--- src/rtl/rvsteel_spi_sequencer.sv ---
`default_nettype none
// ============================================================================
// Module   : rvsteel_spi_sequencer
// Brief    : CPU-side TX/RX byte streamer driving an SPI controller through a
//            master port. Optional IRQ output enabled by SPI_SEQ_IRQ_EN.
// Revision : 1.0 - initial release
// ============================================================================
module rvsteel_spi_sequencer #(
  parameter int FIFO_DEPTH    = 8,
  parameter int SETTLE_CYCLES = 2   // minimum 1
) (
  input  logic        clock,
  input  logic        reset,
  input  logic [4:0]  rw_address,
  output logic [31:0] read_data,
  input  logic        read_request,
  output logic        read_response,
  input  logic [31:0] write_data,
  input  logic [3:0]  write_strobe,
  input  logic        write_request,
  output logic        write_response,
`ifdef SPI_SEQ_IRQ_EN
  output logic        irq,
`endif
  output logic [4:0]  m_rw_address,
  input  logic [31:0] m_read_data,
  output logic        m_read_request,
  input  logic        m_read_response,
  output logic [7:0]  m_write_data,
  output logic [3:0]  m_write_strobe,
  output logic        m_write_request,
  input  logic        m_write_response
);

  localparam int c_PTR_W    = (FIFO_DEPTH > 1) ? $clog2(FIFO_DEPTH) : 1;
  localparam int c_CNT_W    = c_PTR_W + 1;
  localparam int c_SETTLE_W = $clog2(SETTLE_CYCLES + 1);

  localparam logic [4:0] c_REG_TXDATA  = 5'h00;
  localparam logic [4:0] c_REG_RXDATA  = 5'h04;
  localparam logic [4:0] c_REG_STATUS  = 5'h08;
  localparam logic [4:0] c_REG_CONTROL = 5'h0C;
  localparam logic [4:0] c_REG_IRQ_EN  = 5'h10;

  localparam logic [4:0] c_CTL_CS     = 5'h08;
  localparam logic [4:0] c_CTL_WDATA  = 5'h10;
  localparam logic [4:0] c_CTL_RDATA  = 5'h14;
  localparam logic [4:0] c_CTL_STATUS = 5'h18;

  localparam logic [31:0] c_DEFAULT_READ = 32'hdeadbeef;

  typedef enum logic [2:0] {
    ST_IDLE, ST_CS_WR, ST_TX_WR, ST_POLL, ST_SETTLE, ST_RX_RD
  } state_t;

  state_t                r_state;
  logic                  r_busy_seen;
  logic [c_SETTLE_W-1:0] r_settle_cnt;

  logic [7:0]         r_tx_mem [FIFO_DEPTH];
  logic [c_PTR_W-1:0] r_tx_wr_ptr, r_tx_rd_ptr;
  logic [c_CNT_W-1:0] r_tx_count;
  logic [7:0]         r_rx_mem [FIFO_DEPTH];
  logic [c_PTR_W-1:0] r_rx_wr_ptr, r_rx_rd_ptr;
  logic [c_CNT_W-1:0] r_rx_count;

  logic       r_enable;
  logic [7:0] r_cs;
  logic       r_cs_pending;
  logic       r_overflow;

  logic w_tx_full, w_tx_empty, w_rx_full, w_rx_empty;
  logic w_wr_en, w_tx_push, w_tx_pop, w_rx_push, w_rx_pop;
  logic w_start_cs, w_start_tx, w_busy;
  logic w_unused;

  assign w_tx_full  = (r_tx_count == c_CNT_W'(FIFO_DEPTH));
  assign w_tx_empty = (r_tx_count == '0);
  assign w_rx_full  = (r_rx_count == c_CNT_W'(FIFO_DEPTH));
  assign w_rx_empty = (r_rx_count == '0);

  assign w_wr_en    = write_request & (write_strobe == 4'hF);
  assign w_tx_push  = w_wr_en & (rw_address == c_REG_TXDATA) & ~w_tx_full;
  assign w_rx_pop   = read_request & (rw_address == c_REG_RXDATA) & ~w_rx_empty;
  assign w_rx_push  = (r_state == ST_RX_RD) & m_read_response;

  // A pending CS update always goes out before the next data byte.
  assign w_start_cs = (r_state == ST_IDLE) & r_cs_pending;
  assign w_start_tx = (r_state == ST_IDLE) & r_enable & ~w_tx_empty & ~w_rx_full & ~r_cs_pending;
  assign w_tx_pop   = w_start_tx;
  assign w_busy     = (r_state != ST_IDLE) | (r_enable & ~w_tx_empty);

  assign m_write_strobe = 4'hF;
  assign w_unused       = ^{write_data[31:16], m_read_data[31:8]};

  // FIFO storage carries no reset; only the pointers and counts are flushed.
  always_ff @(posedge clock) begin
    if (w_tx_push) r_tx_mem[r_tx_wr_ptr] <= write_data[7:0];
    if (w_rx_push) r_rx_mem[r_rx_wr_ptr] <= m_read_data[7:0];
  end

  always_ff @(posedge clock) begin
    if (reset) begin
      r_tx_wr_ptr <= '0;
      r_tx_rd_ptr <= '0;
      r_tx_count  <= '0;
      r_rx_wr_ptr <= '0;
      r_rx_rd_ptr <= '0;
      r_rx_count  <= '0;
    end else begin
      if (w_tx_push) r_tx_wr_ptr <= r_tx_wr_ptr + 1'b1;
      if (w_tx_pop)  r_tx_rd_ptr <= r_tx_rd_ptr + 1'b1;
      if (w_rx_push) r_rx_wr_ptr <= r_rx_wr_ptr + 1'b1;
      if (w_rx_pop)  r_rx_rd_ptr <= r_rx_rd_ptr + 1'b1;
      case ({w_tx_push, w_tx_pop})
        2'b10:   r_tx_count <= r_tx_count + 1'b1;
        2'b01:   r_tx_count <= r_tx_count - 1'b1;
        default: r_tx_count <= r_tx_count;
      endcase
      case ({w_rx_push, w_rx_pop})
        2'b10:   r_rx_count <= r_rx_count + 1'b1;
        2'b01:   r_rx_count <= r_rx_count - 1'b1;
        default: r_rx_count <= r_rx_count;
      endcase
    end
  end

`ifdef SPI_SEQ_IRQ_EN
  logic [1:0] r_irq_en;
`endif

  always_ff @(posedge clock) begin
    if (reset) begin
      read_data      <= c_DEFAULT_READ;
      read_response  <= 1'b0;
      write_response <= 1'b0;
      r_enable       <= 1'b0;
      r_cs           <= 8'h00;
      r_cs_pending   <= 1'b0;
      r_overflow     <= 1'b0;
`ifdef SPI_SEQ_IRQ_EN
      r_irq_en       <= 2'b00;
`endif
    end else begin
      read_response  <= read_request;
      write_response <= write_request;
      read_data      <= c_DEFAULT_READ;
      if (read_request) begin
        case (rw_address)
          c_REG_RXDATA:  read_data <= w_rx_empty ? 32'h0 : {24'h0, r_rx_mem[r_rx_rd_ptr]};
          c_REG_STATUS:  read_data <= {8'h00, 8'(r_rx_count), 8'(r_tx_count), 2'b00, r_overflow,
                                       w_busy, w_rx_full, w_rx_empty, w_tx_empty, w_tx_full};
          c_REG_CONTROL: read_data <= {16'h0, r_cs, 7'h0, r_enable};
`ifdef SPI_SEQ_IRQ_EN
          c_REG_IRQ_EN:  read_data <= {30'h0, r_irq_en};
`endif
          default:       read_data <= c_DEFAULT_READ;
        endcase
      end
      if (w_start_cs) r_cs_pending <= 1'b0;
      if (w_wr_en) begin
        case (rw_address)
          c_REG_TXDATA:  if (w_tx_full) r_overflow <= 1'b1;
          c_REG_STATUS:  r_overflow <= 1'b0;
          c_REG_CONTROL: begin
            r_enable     <= write_data[0];
            r_cs         <= write_data[15:8];
            r_cs_pending <= 1'b1;
          end
`ifdef SPI_SEQ_IRQ_EN
          c_REG_IRQ_EN:  r_irq_en <= write_data[1:0];
`endif
          default: ;
        endcase
      end
    end
  end

`ifdef SPI_SEQ_IRQ_EN
  always_ff @(posedge clock) begin
    if (reset) irq <= 1'b0;
    else       irq <= (r_irq_en[0] & w_tx_empty & (r_state == ST_IDLE)) | (r_irq_en[1] & ~w_rx_empty);
  end
`endif

  always_ff @(posedge clock) begin
    if (reset) begin
      r_state         <= ST_IDLE;
      r_busy_seen     <= 1'b0;
      r_settle_cnt    <= '0;
      m_rw_address    <= 5'h00;
      m_write_data    <= 8'h00;
      m_read_request  <= 1'b0;
      m_write_request <= 1'b0;
    end else begin
      m_read_request  <= 1'b0;
      m_write_request <= 1'b0;
      case (r_state)
        ST_IDLE: begin
          if (w_start_cs) begin
            r_state         <= ST_CS_WR;
            m_rw_address    <= c_CTL_CS;
            m_write_data    <= r_cs;
            m_write_request <= 1'b1;
          end else if (w_start_tx) begin
            r_state         <= ST_TX_WR;
            m_rw_address    <= c_CTL_WDATA;
            m_write_data    <= r_tx_mem[r_tx_rd_ptr];
            m_write_request <= 1'b1;
          end
        end
        ST_CS_WR: if (m_write_response) r_state <= ST_IDLE;
        ST_TX_WR: begin
          if (m_write_response) begin
            r_state        <= ST_POLL;
            r_busy_seen    <= 1'b0;
            m_rw_address   <= c_CTL_STATUS;
            m_read_request <= 1'b1;
          end
        end
        ST_POLL: begin
          // The shift is done only once busy has been seen high and then low.
          if (m_read_response) begin
            if (m_read_data[0]) r_busy_seen <= 1'b1;
            if (r_busy_seen && !m_read_data[0]) begin
              r_state      <= ST_SETTLE;
              r_settle_cnt <= c_SETTLE_W'(SETTLE_CYCLES - 1);
            end else begin
              m_read_request <= 1'b1;
            end
          end
        end
        ST_SETTLE: begin
          if (r_settle_cnt == '0) begin
            r_state        <= ST_RX_RD;
            m_rw_address   <= c_CTL_RDATA;
            m_read_request <= 1'b1;
          end else begin
            r_settle_cnt <= r_settle_cnt - 1'b1;
          end
        end
        ST_RX_RD: if (m_read_response) r_state <= ST_IDLE;
        default:  r_state <= ST_IDLE;
      endcase
    end
  end

endmodule
`default_nettype wire

--- config.mk ---
export PLATFORM = sky130hd
export DESIGN_NAME = rvsteel_spi_sequencer
export DESIGN_NICKNAME = d
export VERILOG_FILES = /design/src/rtl/rvsteel_spi_sequencer.sv
export SDC_FILE = /design/constraint.sdc
export NUM_CORES = 1
export LEC_CHECK = 0
export BUFFER_PORTS_ARGS = -buffer_cell sky130_fd_sc_hd__buf_2
export CORE_MARGIN = 3
export CORE_UTILIZATION = 63
export CTS_BUF_LIST = sky130_fd_sc_hd__clkbuf_4 sky130_fd_sc_hd__clkbuf_8
export DETAILED_ROUTE_END_ITERATION = 7
export PLACE_DENSITY = 0.95
export SLEW_MARGIN = 0
export SYNTH_ARGS = -nofsm -noshare
export SYNTH_HDL_FRONTEND = slang
export SYNTH_SLANG_ARGS = --single-unit
export TNS_END_PERCENT = 1
--- constraint.sdc ---
create_clock -name clock -period 5.35 [get_ports clock]
set_clock_uncertainty 0.2 [all_clocks]
set_input_delay 0.8025 -clock clock [delete_from_list [all_inputs] [get_ports clock]]
set_output_delay 0.8025 -clock clock [all_outputs]
set_load 0.01 [all_outputs]
==> results by group <==
STA
  – Final min period: 3.47 ns
  – RSZ-0062 raised after global routing: false
  – Final worst path period share: 64.9%
  – Relative slew slack: 26.8%
  – Setup TNS: 0 ns
  – Final setup vio count: 0
  – Final Hold Fails: 0
  – Max-slew violation count: 0
  – Fmax: 288 MHz
  – Worst Max-Slew Pin Slew: 1.10 ns

Setup path
  – CP startpoint: r_state[1]
  – FF-to-FF path depth: 9
  – Critical path capture point type: flip-flop
  – R2r setup slk: 1.88 ns
  – Worst EP required: 5.62 ns
  – Reg-to-Reg Start: r_state[1]
  – Crit path launch type: flip-flop
  – Setup Crit Path Kind: reg -> reg
  – CP endpoint: r_tx_count[2]
  – Crit path DAT: 3.74 ns
  – Critical path peak fanout: 16
  – R2R Path End: r_tx_count[2]

Yosys
  – Netlist cell types: 57
  – Synth Warn #: 0
  – Dominant combinational cell family by area after synthesis: multiplexers
  – Ys async rst share: 0%
  – Post-synth EDFFs: 128
  – Sequential area share after synthesis: 65.4%
  – Synthesized netlist cell count: 570
  – Xor/xnor cell area share of the yosys netlist: 1.58%
  – Synth Area in Adders: 1.66%
  – Most used DFF post-synth: edfxtp_1
  – Multiplexer share of the synthesized area: 12.4%
  – Simple-Gate Fraction of Synth Area: 8.42%
  – Synthesized area: 0.00829 sq mm
  – Synth Area in Compound Gates: 6.76%
  – Seq cells post-synth: 207
  – Average size of a mapped cell: 14.5 sq um

Layout
  – Area grow syn2layout: 13.0%
  – Multi-input gate area: 0.00260 sq mm
  – Layout net count: 745
  – Fill cell count: 718
  – Reg area: 0.00543 sq mm
  – Share of cells above drive strength 1: 28.5%
  – # diodes: 0

Clock tree
  – TritonCTS clock tree: built
  – Clk slew on worst S/H paths: 0.06 ns
  – CTS resizes: 0
  – Hold buffers post-CTS: 0
  – Htree depth: 1
  – Worst-skew pair later-pin latency: 0.55 ns
  – CTS buffer count: 30
  – Root Buffer: clkbuf_8
  – Clock Sinks: 207
  – Worst-case clock buffer depth: 3
  – Post-CTS Setup Inserts: 0

GRT
  – Total gr overflow: 0
  – Global-route wire length before repair: 27400 um
  – Total track usage: 24.2%
  – Vias in the first global route: 5207
  – Largest net degree at the start of global routing: 56
  – Initial antenna violation count: 0

Die
  – Die W: 121 um
  – Die footprint: 0.0146 sq mm
  – Num rows: 41
  – I/O Pins: 132
  – Initial Util: 65.2%
  – Core area: 0.0127 sq mm
  – Chip Height: 121 um

Placement
  – DP Wirelength: 11700 um
  – PortBufs: 81
  – GP Congestion: 0.838

Routing
  – Routed WL: 17400 um
  – Iteration count of the initial detailed-routing pass: 5
  – DRC Markers: 0
  – Vias: 5189
  – Post-DRT Antenna Nets: 0
  – Routed len/inst: 20.4 um
  – Drt via density: 6.10
  – Initial drt markers: 623

Power
  – VDD IR max: 223 uV
  – Tot Pwr: 0.00300 W
  – Leakage Power: 3.30 nW
  – Power per cell area: 321 mW/mm^2

Flow run
  – Number of max-cap violations: 0

Min path
  – Hold crit path type: reg -> reg

Status
  – Outcome: complete, no violations
metal layers:
layer	part of all wire, %	global-route usage, %
met5	0	0
met4	3.0	9.07
met3	8.6	4.12
met2	52	42.7
met1	37	30.0
kinds of logic after synthesis:
kind of cell / count (synthesis)
flip-flops: 207
AND/OR/NAND/NOR: 139
AO/OA/AOI/OAI: 79
multiplexers: 62
buffers and inverters: 55
XOR/XNOR: 15
adder cells (fa/ha/maj): 11
other: 2
synth_stat cells, types with 4 or more instances:
library cell / instances / area [sq um]
edfxtp_1: 128 / 3840
dfxtp_1: 79 / 1580
nor2_1: 54 / 203
mux4_2: 32 / 721
nand2_1: 27 / 101
a21oi_1: 26 / 130
mux2i_1: 22 / 220
buf_4: 20 / 150
clkbuf_1: 14 / 52.6
nor3_1: 12 / 60.1
xor2_1: 12 / 105
a22oi_1: 11 / 82.6
ha_1: 11 / 138
o21ai_0: 11 / 55.1
inv_1: 10 / 37.5
mux2_2: 8 / 90.1
nand2b_1: 8 / 50.1
a21o_1: 7 / 52.6
buf_2: 7 / 35.0
or3_1: 5 / 31.3
nand3_1: 4 / 20.0
nor2b_1: 4 / 25.0
registers in the layout (all words and copies together) (netlist names), 2 cells and up, named ones only:
signal,count
r_rx_mem,64
r_settle_cnt,2
r_cs,8
r_rx_count,4
r_tx_mem,64
r_state,3
r_tx_wr_ptr,3
m_write_data,8
r_rx_wr_ptr,3
read_data,21
r_tx_rd_ptr,3
r_rx_rd_ptr,3
m_rw_address,3
r_tx_count,4
how the worst min path moves through the flow:
stage,start,end,slack [ns],cells after the start
after floorplan,r_overflow,read_data[5],0.24,2
after global routing,write_data[13],r_cs[5],0.29,3
after CTS,m_write_data[7],m_write_data[7],0.25,2
after global placement,m_write_data[3],m_write_data[3],0.23,2
final,m_write_data[3],m_write_data[3],0.26,2
after detailed placement,m_write_data[7],m_write_data[7],0.25,2
critical path, cell delays in order, from the launching register on:
cell and delay, ns:
dfxtp_1 0.46, or3_4 0.43, a2111oi_4 0.90, ha_1 0.40
xor2_1 0.09, ha_1 0.19, a21oi_1 0.17, xor2_1 0.11
or3_1 0.31, a21oi_1 0.14
per-stage QoR:
| step | worst slack (ns) | instance area (sq um) | utilization, % | instances | hold slack, ns |
|---|---|---|---|---|---|
| floorplan | 2.06 | 8320 | - | 578 | 0.240 |
| global placement | 1.80 | 8750 | 68.8 | 795 | 0.235 |
| detailed placement | 1.68 | 8750 | 68.8 | 795 | 0.246 |
| CTS | 1.93 | 9370 | 73.6 | 850 | 0.254 |
| global route | 1.66 | 9370 | 73.6 | 850 | 0.287 |
| finish | 1.88 | 9370 | 73.6 | 850 | 0.256 |
power breakdown:
| part | switching (W) | internal, W | total [W] |
|---|---|---|---|
| sequential | 0.000000836 | 0.00169 | 0.00169 |
| combinational | 0.0000378 | 0.0000163 | 0.0000542 |
| clock | 0.000547 | 0.000709 | 0.00126 |
| total | 0.000585 | 0.00242 | 0.00300 |
area by class of cell:
class / instances / share of cell area [%]
Sequential cell: 207 / 57.9
Multi-Input combinational cell: 316 / 27.8
Clock buffer: 50 / 6.01
Timing Repair Buffer: 90 / 5.05
Tap cell: 172 / 2.30
Clock inverter: 5 / 0.534
Inverter: 10 / 0.401
cell usage in the layout (no fill, tap or decap), types with 3 or more instances in the layout:
master / n
nor3_1: 12
o22ai_1: 3
clkinv_1: 3
xnor2_1: 3
a21o_1: 7
buf_2: 81
mux2i_1: 22
ha_1: 11
inv_1: 10
conb_1: 10
o21ai_0: 11
edfxtp_1: 128
buf_4: 9
clkbuf_8: 30
mux2_2: 8
a21oi_1: 26
nand3b_1: 3
clkbuf_4: 20
nand2b_1: 8
a221o_1: 3
nor2b_1: 4
nor2_1: 54
xor2_1: 12
nand3_1: 4
nand2_1: 27
mux4_2: 32
or3_1: 5
dfxtp_1: 79
and3_1: 3
a22oi_1: 11
o211ai_1: 3
(Power assumes the default switching activity.)
